File: src/rtl/jtag_pkg.sv
// Shared JTAG TAP definitions: IEEE 1149.1 state encoding and instruction opcodes.
package jtag_pkg;

  typedef enum logic [3:0] {
    TLR      = 4'hF,
    RTI      = 4'hC,
    SEL_DR   = 4'h7,
    CAP_DR   = 4'h6,
    SHIFT_DR = 4'h2,
    EXIT1_DR = 4'h1,
    PAUSE_DR = 4'h3,
    EXIT2_DR = 4'h0,
    UPD_DR   = 4'h5,
    SEL_IR   = 4'h4,
    CAP_IR   = 4'hE,
    SHIFT_IR = 4'hA,
    EXIT1_IR = 4'h9,
    PAUSE_IR = 4'hB,
    EXIT2_IR = 4'h8,
    UPD_IR   = 4'hD
  } tap_state_t;

  localparam logic [3:0] OP_IDCODE  = 4'b0001;
  localparam logic [3:0] OP_USER    = 4'b1000;
  localparam logic [3:0] OP_BYPASS  = 4'b1111;
  localparam int         USER_WIDTH = 8;

  function automatic logic is_shift(input tap_state_t s);
    return (s == SHIFT_DR) || (s == SHIFT_IR);
  endfunction

endpackage

File: src/rtl/jtag_sync.sv
// Brings tck/tms/tdi into the clk domain and turns tck into single-cycle rise/fall pulses.
module jtag_sync
  import jtag_pkg::*;
(
  input  logic clk,
  input  logic rst,
  input  logic tck,
  input  logic tms,
  input  logic tdi,
  output logic tms_s,
  output logic tdi_s,
  output logic tck_rise,
  output logic tck_fall
);

  logic [1:0] tck_ff;
  logic [1:0] tms_ff;
  logic [1:0] tdi_ff;
  logic       tck_d;

  always_ff @(posedge clk) begin
    if (rst) begin
      tck_ff <= 2'b00;
      tms_ff <= 2'b00;
      tdi_ff <= 2'b00;
      tck_d  <= 1'b0;
    end else begin
      tck_ff <= {tck_ff[0], tck};
      tms_ff <= {tms_ff[0], tms};
      tdi_ff <= {tdi_ff[0], tdi};
      tck_d  <= tck_ff[1];
    end
  end

  // Edges come from two registered samples, so rise and fall can never coincide.
  assign tck_rise = tck_ff[1] & ~tck_d;
  assign tck_fall = ~tck_ff[1] & tck_d;
  assign tms_s    = tms_ff[1];
  assign tdi_s    = tdi_ff[1];

endmodule

File: src/rtl/jtag_tap.sv
// Oversampled IEEE 1149.1 TAP controller with IDCODE and BYPASS data registers.
// Define JTAG_TAP_USERREG_EN to add an 8-bit user data register on opcode 4'b1000.
module jtag_tap
  import jtag_pkg::*;
#(
  parameter logic [31:0] IDCODE   = 32'h4A7E_C001,
  parameter int          IR_WIDTH = 4
) (
  input  logic                clk,
  input  logic                rst,
  input  logic                tck,
  input  logic                tms,
  input  logic                tdi,
  output logic                tdo,
  output logic                tdo_oe,
  output logic [3:0]          tap_state,
  output logic [IR_WIDTH-1:0] ir_out
`ifdef JTAG_TAP_USERREG_EN
  ,
  output logic [USER_WIDTH-1:0] user_data,
  output logic                  user_update
`endif
);

  localparam logic [IR_WIDTH-1:0] IR_IDCODE  = IR_WIDTH'(OP_IDCODE);
  localparam logic [IR_WIDTH-1:0] IR_CAPTURE = IR_WIDTH'(2'b01);
`ifdef JTAG_TAP_USERREG_EN
  localparam logic [IR_WIDTH-1:0] IR_USER    = IR_WIDTH'(OP_USER);
`endif

  logic tms_s, tdi_s, tck_rise, tck_fall;

  tap_state_t          state, next_state;
  logic [IR_WIDTH-1:0] ir_shift;
  logic [31:0]         idcode_shift;
  logic                bypass_reg;
  logic                sel_idcode;
  logic                dr_lsb;
`ifdef JTAG_TAP_USERREG_EN
  logic [USER_WIDTH-1:0] user_shift;
  logic                  sel_user;
`endif

  jtag_sync u_sync (
    .clk      (clk),
    .rst      (rst),
    .tck      (tck),
    .tms      (tms),
    .tdi      (tdi),
    .tms_s    (tms_s),
    .tdi_s    (tdi_s),
    .tck_rise (tck_rise),
    .tck_fall (tck_fall)
  );

  always_ff @(posedge clk) begin
    if (rst)           state <= TLR;
    else if (tck_rise) state <= next_state;
  end

  always_comb begin
    next_state = state;
    case (state)
      TLR:      next_state = tms_s ? TLR      : RTI;
      RTI:      next_state = tms_s ? SEL_DR   : RTI;
      SEL_DR:   next_state = tms_s ? SEL_IR   : CAP_DR;
      CAP_DR:   next_state = tms_s ? EXIT1_DR : SHIFT_DR;
      SHIFT_DR: next_state = tms_s ? EXIT1_DR : SHIFT_DR;
      EXIT1_DR: next_state = tms_s ? UPD_DR   : PAUSE_DR;
      PAUSE_DR: next_state = tms_s ? EXIT2_DR : PAUSE_DR;
      EXIT2_DR: next_state = tms_s ? UPD_DR   : SHIFT_DR;
      UPD_DR:   next_state = tms_s ? SEL_DR   : RTI;
      SEL_IR:   next_state = tms_s ? TLR      : CAP_IR;
      CAP_IR:   next_state = tms_s ? EXIT1_IR : SHIFT_IR;
      SHIFT_IR: next_state = tms_s ? EXIT1_IR : SHIFT_IR;
      EXIT1_IR: next_state = tms_s ? UPD_IR   : PAUSE_IR;
      PAUSE_IR: next_state = tms_s ? EXIT2_IR : PAUSE_IR;
      EXIT2_IR: next_state = tms_s ? UPD_IR   : SHIFT_IR;
      UPD_IR:   next_state = tms_s ? SEL_DR   : RTI;
      default:  next_state = TLR;
    endcase
  end

  always_comb begin
    tap_state = state;
    tdo_oe    = is_shift(state);
  end

  // Anything that is neither IDCODE nor an enabled user opcode falls back to BYPASS.
  always_comb begin
    sel_idcode = (ir_out == IR_IDCODE);
`ifdef JTAG_TAP_USERREG_EN
    sel_user   = (ir_out == IR_USER);
    dr_lsb     = sel_idcode ? idcode_shift[0] : (sel_user ? user_shift[0] : bypass_reg);
`else
    dr_lsb     = sel_idcode ? idcode_shift[0] : bypass_reg;
`endif
  end

  always_ff @(posedge clk) begin
    if (rst) begin
      ir_shift     <= '0;
      ir_out       <= IR_IDCODE;
      idcode_shift <= '0;
      bypass_reg   <= 1'b0;
      tdo          <= 1'b0;
`ifdef JTAG_TAP_USERREG_EN
      user_shift   <= '0;
      user_data    <= '0;
      user_update  <= 1'b0;
`endif
    end else begin
`ifdef JTAG_TAP_USERREG_EN
      user_update <= 1'b0;
`endif
      if (tck_rise) begin
        case (state)
          CAP_IR:   ir_shift <= IR_CAPTURE;
          SHIFT_IR: ir_shift <= {tdi_s, ir_shift[IR_WIDTH-1:1]};
          UPD_IR:   ir_out   <= ir_shift;
          CAP_DR: begin
            bypass_reg <= 1'b0;
            if (sel_idcode) idcode_shift <= IDCODE;
`ifdef JTAG_TAP_USERREG_EN
            if (sel_user)   user_shift   <= user_data;
`endif
          end
          SHIFT_DR: begin
            if (sel_idcode) idcode_shift <= {tdi_s, idcode_shift[31:1]};
`ifdef JTAG_TAP_USERREG_EN
            else if (sel_user) user_shift <= {tdi_s, user_shift[USER_WIDTH-1:1]};
`endif
            else bypass_reg <= tdi_s;
          end
`ifdef JTAG_TAP_USERREG_EN
          UPD_DR: begin
            if (sel_user) begin
              user_data   <= user_shift;
              user_update <= 1'b1;
            end
          end
`endif
          default: ;
        endcase
        if (next_state == TLR) ir_out <= IR_IDCODE;
      end else if (tck_fall) begin
        if (state == SHIFT_IR)      tdo <= ir_shift[0];
        else if (state == SHIFT_DR) tdo <= dr_lsb;
      end
    end
  end

endmodule

File: config.mk
export PLATFORM = sky130hd
export DESIGN_NAME = jtag_tap
export DESIGN_NICKNAME = d
export VERILOG_FILES = /design/src/rtl/jtag_pkg.sv /design/src/rtl/jtag_sync.sv /design/src/rtl/jtag_tap.sv
export SDC_FILE = /design/constraint.sdc
export NUM_CORES = 1
export LEC_CHECK = 0
export CORE_MARGIN = 10
export CORE_UTILIZATION = 50
export DETAILED_ROUTE_END_ITERATION = 8
export GPL_TIMING_DRIVEN = 0
export PLACE_DENSITY = 0.72
export SETUP_SLACK_MARGIN = 0.1
export SLEW_MARGIN = 20
export SYNTH_ARGS = -nofsm -noshare
export SYNTH_HDL_FRONTEND = slang
export SYNTH_SLANG_ARGS = --single-unit
File: constraint.sdc
create_clock -name clk -period 1.4 [get_ports clk]
set_input_delay 0.28 -clock clk [delete_from_list [all_inputs] [get_ports clk]]
set_output_delay 0.28 -clock clk [all_outputs]
set_load 0.02 [all_outputs]
After elaboration in Yosys (flattened, before gate mapping)
Index checks and enable logic that the tools add are counted.

operators by class
  equal/unequal tests = 20
  muxes and demuxes = 24
  bitwise operators = 5
  reduce and logical (&&, ||, !) cells = 14

operators by type and width
  operator                                       count
  two-way mux 32 bit                             2
  one-hot mux 32 bit (2 select lines)            1
  one-hot mux 4 bit (12 select lines)            1
  == test 4 bit, second input constant           9
  == test 4 x 3 -> 1 bit, second input constant  4
  two-way mux 2 bit                              6
  two-way mux 3 bit                              4
  two-way mux 4 bit                              3
  == test 4 x 1 -> 1 bit, second input constant  2
  == test 4 x 2 -> 1 bit, second input constant  2
  one-hot mux 4 bit (2 select lines)             1
  nonzero test 2 bit                             4
  != test 2 bit, second input constant           3
  AND reduction 3 bit                            2
  two-way mux 1 bit                              5
  logical NOT 4 bit                              1
  AND reduction 2 bit                            2
  AND reduction 4 bit                            1
  OR reduction 2 bit                             2
  inverter 1 bit                                 3
  OR reduction 3 bit                             1
  bitwise AND 1 bit                              2
  one-hot mux 1 bit (2 select lines)             1
  logical OR 1 bit                               1

word-level totals
  bits in registers = 53
  input bits = 5
  output and inout port bits = 10
  logic and storage cells = 73

Logic depth before layout (Yosys ltp)
  depth after elaboration = 6
  mapped depth = 6
  depth with buffers taken out = 3

By module
From an unflattened synthesis, not the netlist that was laid out.

unflattened totals
  cell total of the unflattened synthesis = 273
  area total of the unflattened synthesis = 2353.5 sq um

modules (own cells, without submodules)
  module     instances  cells each  area an instance (sq um)  seq. area each (sq um)
  jtag_tap   1          257         2157.1                    920.9
  jtag_sync  1          16          196.4                     140.1

Worst setup path before layout
No wires, ideal clock.

  kind = register to register
  start = register state[2], in the netlist tap_state[2]
  end = register tdo
  library setup time = 0.126 ns
  data arrival time = 1.536 ns
  required time = 1.274 ns
  setup slack = -0.262 ns
  stages on the path, launching flop included = 5
  path buffers = 1
  period minus slack after synthesis = 1.662 ns
  cell sequence = dfxtp_1 buf_2 nor3b_1 a211o_1 o211ai_1

between the ends
  word-level cells in the longest chain between the ends = 3
  elaborated cells on any way between the ends = 5
  classes of those cells = eq/ne (2); mux (1); reduce/logical (2)

ends and longest elaborated chain
  element                                                  line                              text
  from (decl)                                              jtag_tap.sv:33                    tap_state_t state, next_state;
  from (signal assigned)                                   jtag_tap.sv:58                    else if (tck_rise) state <= next_state;
  == test 4 x 2 -> 1 bit or == test 4 bit (tied branches)  jtag_tap.sv:148, jtag_tap.sv:147
  nonzero test 2 bit (no line)                             -
  AND reduction 3 bit (no line)                            -
  to (signal assigned)                                     jtag_tap.sv:147                   if (state == SHIFT_IR) tdo <= ir_shift[0];
  to (signal assigned)                                     jtag_tap.sv:148                   else if (state == SHIFT_DR) tdo <= dr_lsb;
  to (decl)                                                jtag_tap.sv:14                    output logic tdo,

Parallel ways exist; a longest one is shown, timed or not.
A chain may end at the register's enable or synchronous reset.

Final worst setup path
  start = register ir_out[2]
  end = register idcode_shift[11]

between the ends
  word-level cells in the longest chain between the ends = 3
  elaborated cells on any way between the ends = 4
  classes of those cells = eq/ne (3); reduce/logical (1)

ends and longest elaborated chain
  element                            line             text
  from (decl)                        jtag_tap.sv:17   output logic [IR_WIDTH-1:0] ir_out
  from (signal assigned)             jtag_tap.sv:120  UPD_IR: ir_out <= ir_shift;
  == test 4 x 1 -> 1 bit (*)         jtag_tap.sv:91   sel_idcode = (ir_out == IR_IDCODE);
  != test 2 bit (no line)            -
  AND reduction 4 bit (no line) (*)  -
  to (signal assigned)               jtag_tap.sv:129  if (sel_idcode) idcode_shift <= {tdi_s, idcode_shift[31:1]};
  to (decl)                          jtag_tap.sv:35   logic [31:0] idcode_shift;

Every way passes the cells marked *; elsewhere a longest branch is shown, timed or not.

==> flow_metrics.py <==
metrics = {
    "run_status": {
        "status": "complete, but fails checks",
        "violations": "negative setup slack",
    },
    "power_and_ir_drop": {
        "total_switching_power_w": 0.0007056,
        "power.density_nw_per_um2": 766.8,
        "pwr-share-comb_pct": 10.4,
        "power.ir.vdd_worst_uv": 634.5,
        "p_sw_share_pct": 25.62,
        "cellInternalPower_w": 0.002049,
        "power_frac_seq_pct": 55.7,
        "report.power.total_w": 0.002754,
        "clock_power_share_pct": 33.9,
        "leakage_power_figure_nw": 1.389,
    },
    "sta": {
        "timing.final.max_slew_violations": 0,
        "worst_slew_margin_rel_pct": 66.02,
        "maxClockFrequency_ghz": 0.6264,
        "timing.final.ws_setup_ns": -0.1964,
        "timing.final.crit_period_ns": 1.596,
        "worst_clock_skew_ns": 0.01069,
        "min_period_over_period_pct": 114.0,
        "rsz_0062_raised_after_global_routing": "true",
        "worst-slew-pin-transition_ns": 0.5096,
        "final-hold-violation-count": 0,
        "tns_ns": -4.469,
        "finalSetupViolCount": 35,
    },
    "logic_synthesis": {
        "synth_cells": 253,
        "synth-edff-count": 0,
        "post_synth_design_cell_area_um2": 2446,
        "synth_warnings": 0,
        "synth_area_per_cell_um2": 9.668,
        "post_synth_xor_area_fraction_pct": 0,
        "synth_fp_nets": 258,
        "synth.mux.area_fraction_pct": 7.877,
        "ys_async_sr_fraction_pct": 0,
        "synth_top_family_by_area": "simple AND/OR/NAND/NOR gates",
        "post_synth_fa_ha_maj_area_fraction_pct": 0,
        "yosys.area_share.simple_pct": 22.66,
        "synth_compound_gate_area_share_pct": 19.23,
        "post_synthesis_register_bit_count": 53,
        "synth_sequential_area_ratio_pct": 43.38,
        "ys_dominant_reg_cell": "sky130_fd_sc_hd__dfxtp_1",
        "cell_variety_after_synth": 41,
    },
    "detailed_routing": {
        "routed_wirelength_um": 7080,
        "wire_per_inst_um": 18.58,
        "drt.antenna.violating_nets": 0,
        "drt_pass1_iterations": 4,
        "routed_via_density": 5.753,
        "first_iter_violations": 189,
        "vias_post_dr": 2192,
        "drc": 0,
    },
    "layout": {
        "layout.cells.most_common_list": "sky130_fd_sc_hd__dfxtp_1 (44), sky130_fd_sc_hd__buf_4 (24), sky130_fd_sc_hd__buf_6 (22)",
        "max_flop_register": "idcode_shift",
        "number_of_flip_flops_under_the_largest_register_name": 32,
        "fin_area_um2": 3592,
        "final_net_count": 318,
        "final_layout_size_suffix_gt1_share_pct": 46.50,
        "number_of_antenna_diodes": 0,
        "layout_commonest_cell": "sky130_fd_sc_hd__dfxtp_1",
        "utilization_pct": 76.05,
        "syn2layout_area_growth_pct": 46.85,
    },
    "global_route": {
        "largest_net_degree_at_the_start_of_global_routing": 17,
        "globalRouteTotalUtil_pct": 15.36,
        "antenna_found_initial": 0,
        "grt_first_pass_wirelength_um": 10430,
        "gr-total-overflow": 0,
        "number_of_global_route_vias_before_repair": 2104,
    },
    "clock_network": {
        "postCtsHoldBufs": 0,
        "cts_max_level": 2,
        "clock_latency_ns": 0.32,
        "clock_sinks": 53,
        "cts-root-buf": "sky130_fd_sc_hd__clkbuf_8",
        "cts_tree": "yes",
        "worst_setup_hold_path_clk_slew_ns": 0.10,
        "clockBufferDepth": 2,
        "cts_inserted_buffers": 5,
    },
    "die": {
        "design.portCount": 15,
        "dieArea_um2": 8090,
        "start_util_pct": 51.79,
        "fp.dieH_um": 89.95,
        "design.core.area_um2": 4723,
        "die_width_um": 89.95,
        "row_count": 25,
    },
    "worst_setup_path": {
        "cp_top_family": "simple AND/OR/NAND/NOR gates",
        "cp_num_buf_inv": 2,
        "crit_path_start": "ir_out[2]",
        "cp_slowest_stage_delay_ns": 0.36,
        "critPathKind": "register to register",
        "r2r_start": "ir_out[2]",
        "cp_data_arrival_time_ns": 1.82,
        "worstSetupEndpointType": "register",
        "path_max_fanout": 8,
        "worst_setup_path_start_kind": "register",
        "slowest_stage": "sky130_fd_sc_hd__dfxtp_4",
        "critical_path.cell_chain": "nor4b_4, and3_4, buf_6, buf_12, mux2_4",
        "critPathRequiredTime_ns": 1.62,
    },
    "job": {
        "max-cap-violations": 0,
    },
    "placement": {
        "numPortBuffers": 14,
        "place.detailed.hpwl_um": 3794,
        "final_weighted_congestion_in_routability_driven_placement": 0.8271,
        "detailed_place.area_um2": 2750,
    },
    "min_path": {
        "worstHoldPathType": "input port to register",
        "min_from": "rst",
    },
}
power groups by stage:
stage	clock (W)	sequential, W	combinational [W]
after detailed placement	0	0.00157	0.000175
after CTS	0.000940	0.00153	0.000228
after floorplan	0	0.00157	0.000110
after global routing	0.00100	0.00154	0.000302
final	0.000934	0.00153	0.000286
after global placement	0	0.00157	0.000174
through the flow:
| step | hold slack (ns) | worst slack [ns] | std cells |
|---|---|---|---|
| after global placement | 0.4162 | -0.9384 | 334 |
| after detailed placement | 0.4281 | -0.9417 | 334 |
| after floorplan | 0.4082 | -0.1380 | 253 |
| final | 0.4363 | -0.1964 | 381 |
| after CTS | 0.4456 | -0.2061 | 370 |
| after global routing | 0.4427 | -0.2576 | 381 |
synthesized netlist by cell type (3+ instances only):
master                     count  area (µm²)
sky130_fd_sc_hd__nor3b_1       3       22.52
sky130_fd_sc_hd__a21oi_1       5       25.02
sky130_fd_sc_hd__o21ai_0       6       30.03
sky130_fd_sc_hd__a311oi_1      3       26.28
sky130_fd_sc_hd__nand4_1       4       25.02
sky130_fd_sc_hd__nor2b_1      18       112.6
sky130_fd_sc_hd__mux2_4        6       90.09
sky130_fd_sc_hd__nand2b_1     10       62.56
sky130_fd_sc_hd__a41o_1        6       60.06
sky130_fd_sc_hd__nor2_1       22       82.58
sky130_fd_sc_hd__dfxtp_1      53        1061
sky130_fd_sc_hd__nand2_1      13       48.80
sky130_fd_sc_hd__buf_6         4       45.04
sky130_fd_sc_hd__nand3_1       5       25.02
sky130_fd_sc_hd__mux2i_1       8       80.08
sky130_fd_sc_hd__clkbuf_1      7       26.28
sky130_fd_sc_hd__inv_1         9       33.78
sky130_fd_sc_hd__buf_2        11       55.05
sky130_fd_sc_hd__a211oi_1     11       82.58
sky130_fd_sc_hd__o41ai_1       4       35.03
sky130_fd_sc_hd__a31oi_1      16       100.1
final timing paths:
kind,slack (ns),depth (start not counted),endpoint
min,0.44,3,tdo
max reg2reg,-0.20,5,idcode_shift[11]
min reg2reg,0.44,1,u_sync.tck_ff[1]
max,-0.20,5,idcode_shift[11]
cell families (layout without fill, tap and decap cells):
family / count (synthesis) / count (layout)
buffers and inverters: 32 / 93
DFF: 53 / 53
and+or+nand+nor: 91 / 91
muxes: 16 / 16
AOI/OAI and AO/OA: 61 / 61
worst register-to-register path: stages, from the launching register on:
cell	delay, ns
sky130_fd_sc_hd__dfxtp_4	0.36
sky130_fd_sc_hd__nor4b_4	0.35
sky130_fd_sc_hd__and3_4	0.24
sky130_fd_sc_hd__buf_6	0.12
sky130_fd_sc_hd__buf_12	0.13
sky130_fd_sc_hd__mux2_4	0.30
cell type report:
class	instances	area (µm²)
repair buffers	53	508.0
multi-input cells	168	1529
flip-flops and latches	53	1090
inverters	9	33.78
well taps	67	83.83
clock buffers	6	82.58
clock inverters	2	13.76
fillers	292	1131
plain buffers	23	251.5
timing repair:
item | CTS | global route
pin swaps | 21 | 17
cloned | 2 | 1
setup buffers | 26 | 10
hold endpoints to repair | 0 | 0
resized for setup | 87 | 50
endpoints found under the setup margin | 63 | 50
per-layer routing:
layer	up-vias	track usage (%)	part of all wire [%]
li1	1046	-	-
met1	1083	19.63	44
met2	51	24.82	50
met3	12	2.826	4.3
met4	0	6.233	1.9
met5	-	0	0
Note: power is estimated with default switching activity, not from simulation.
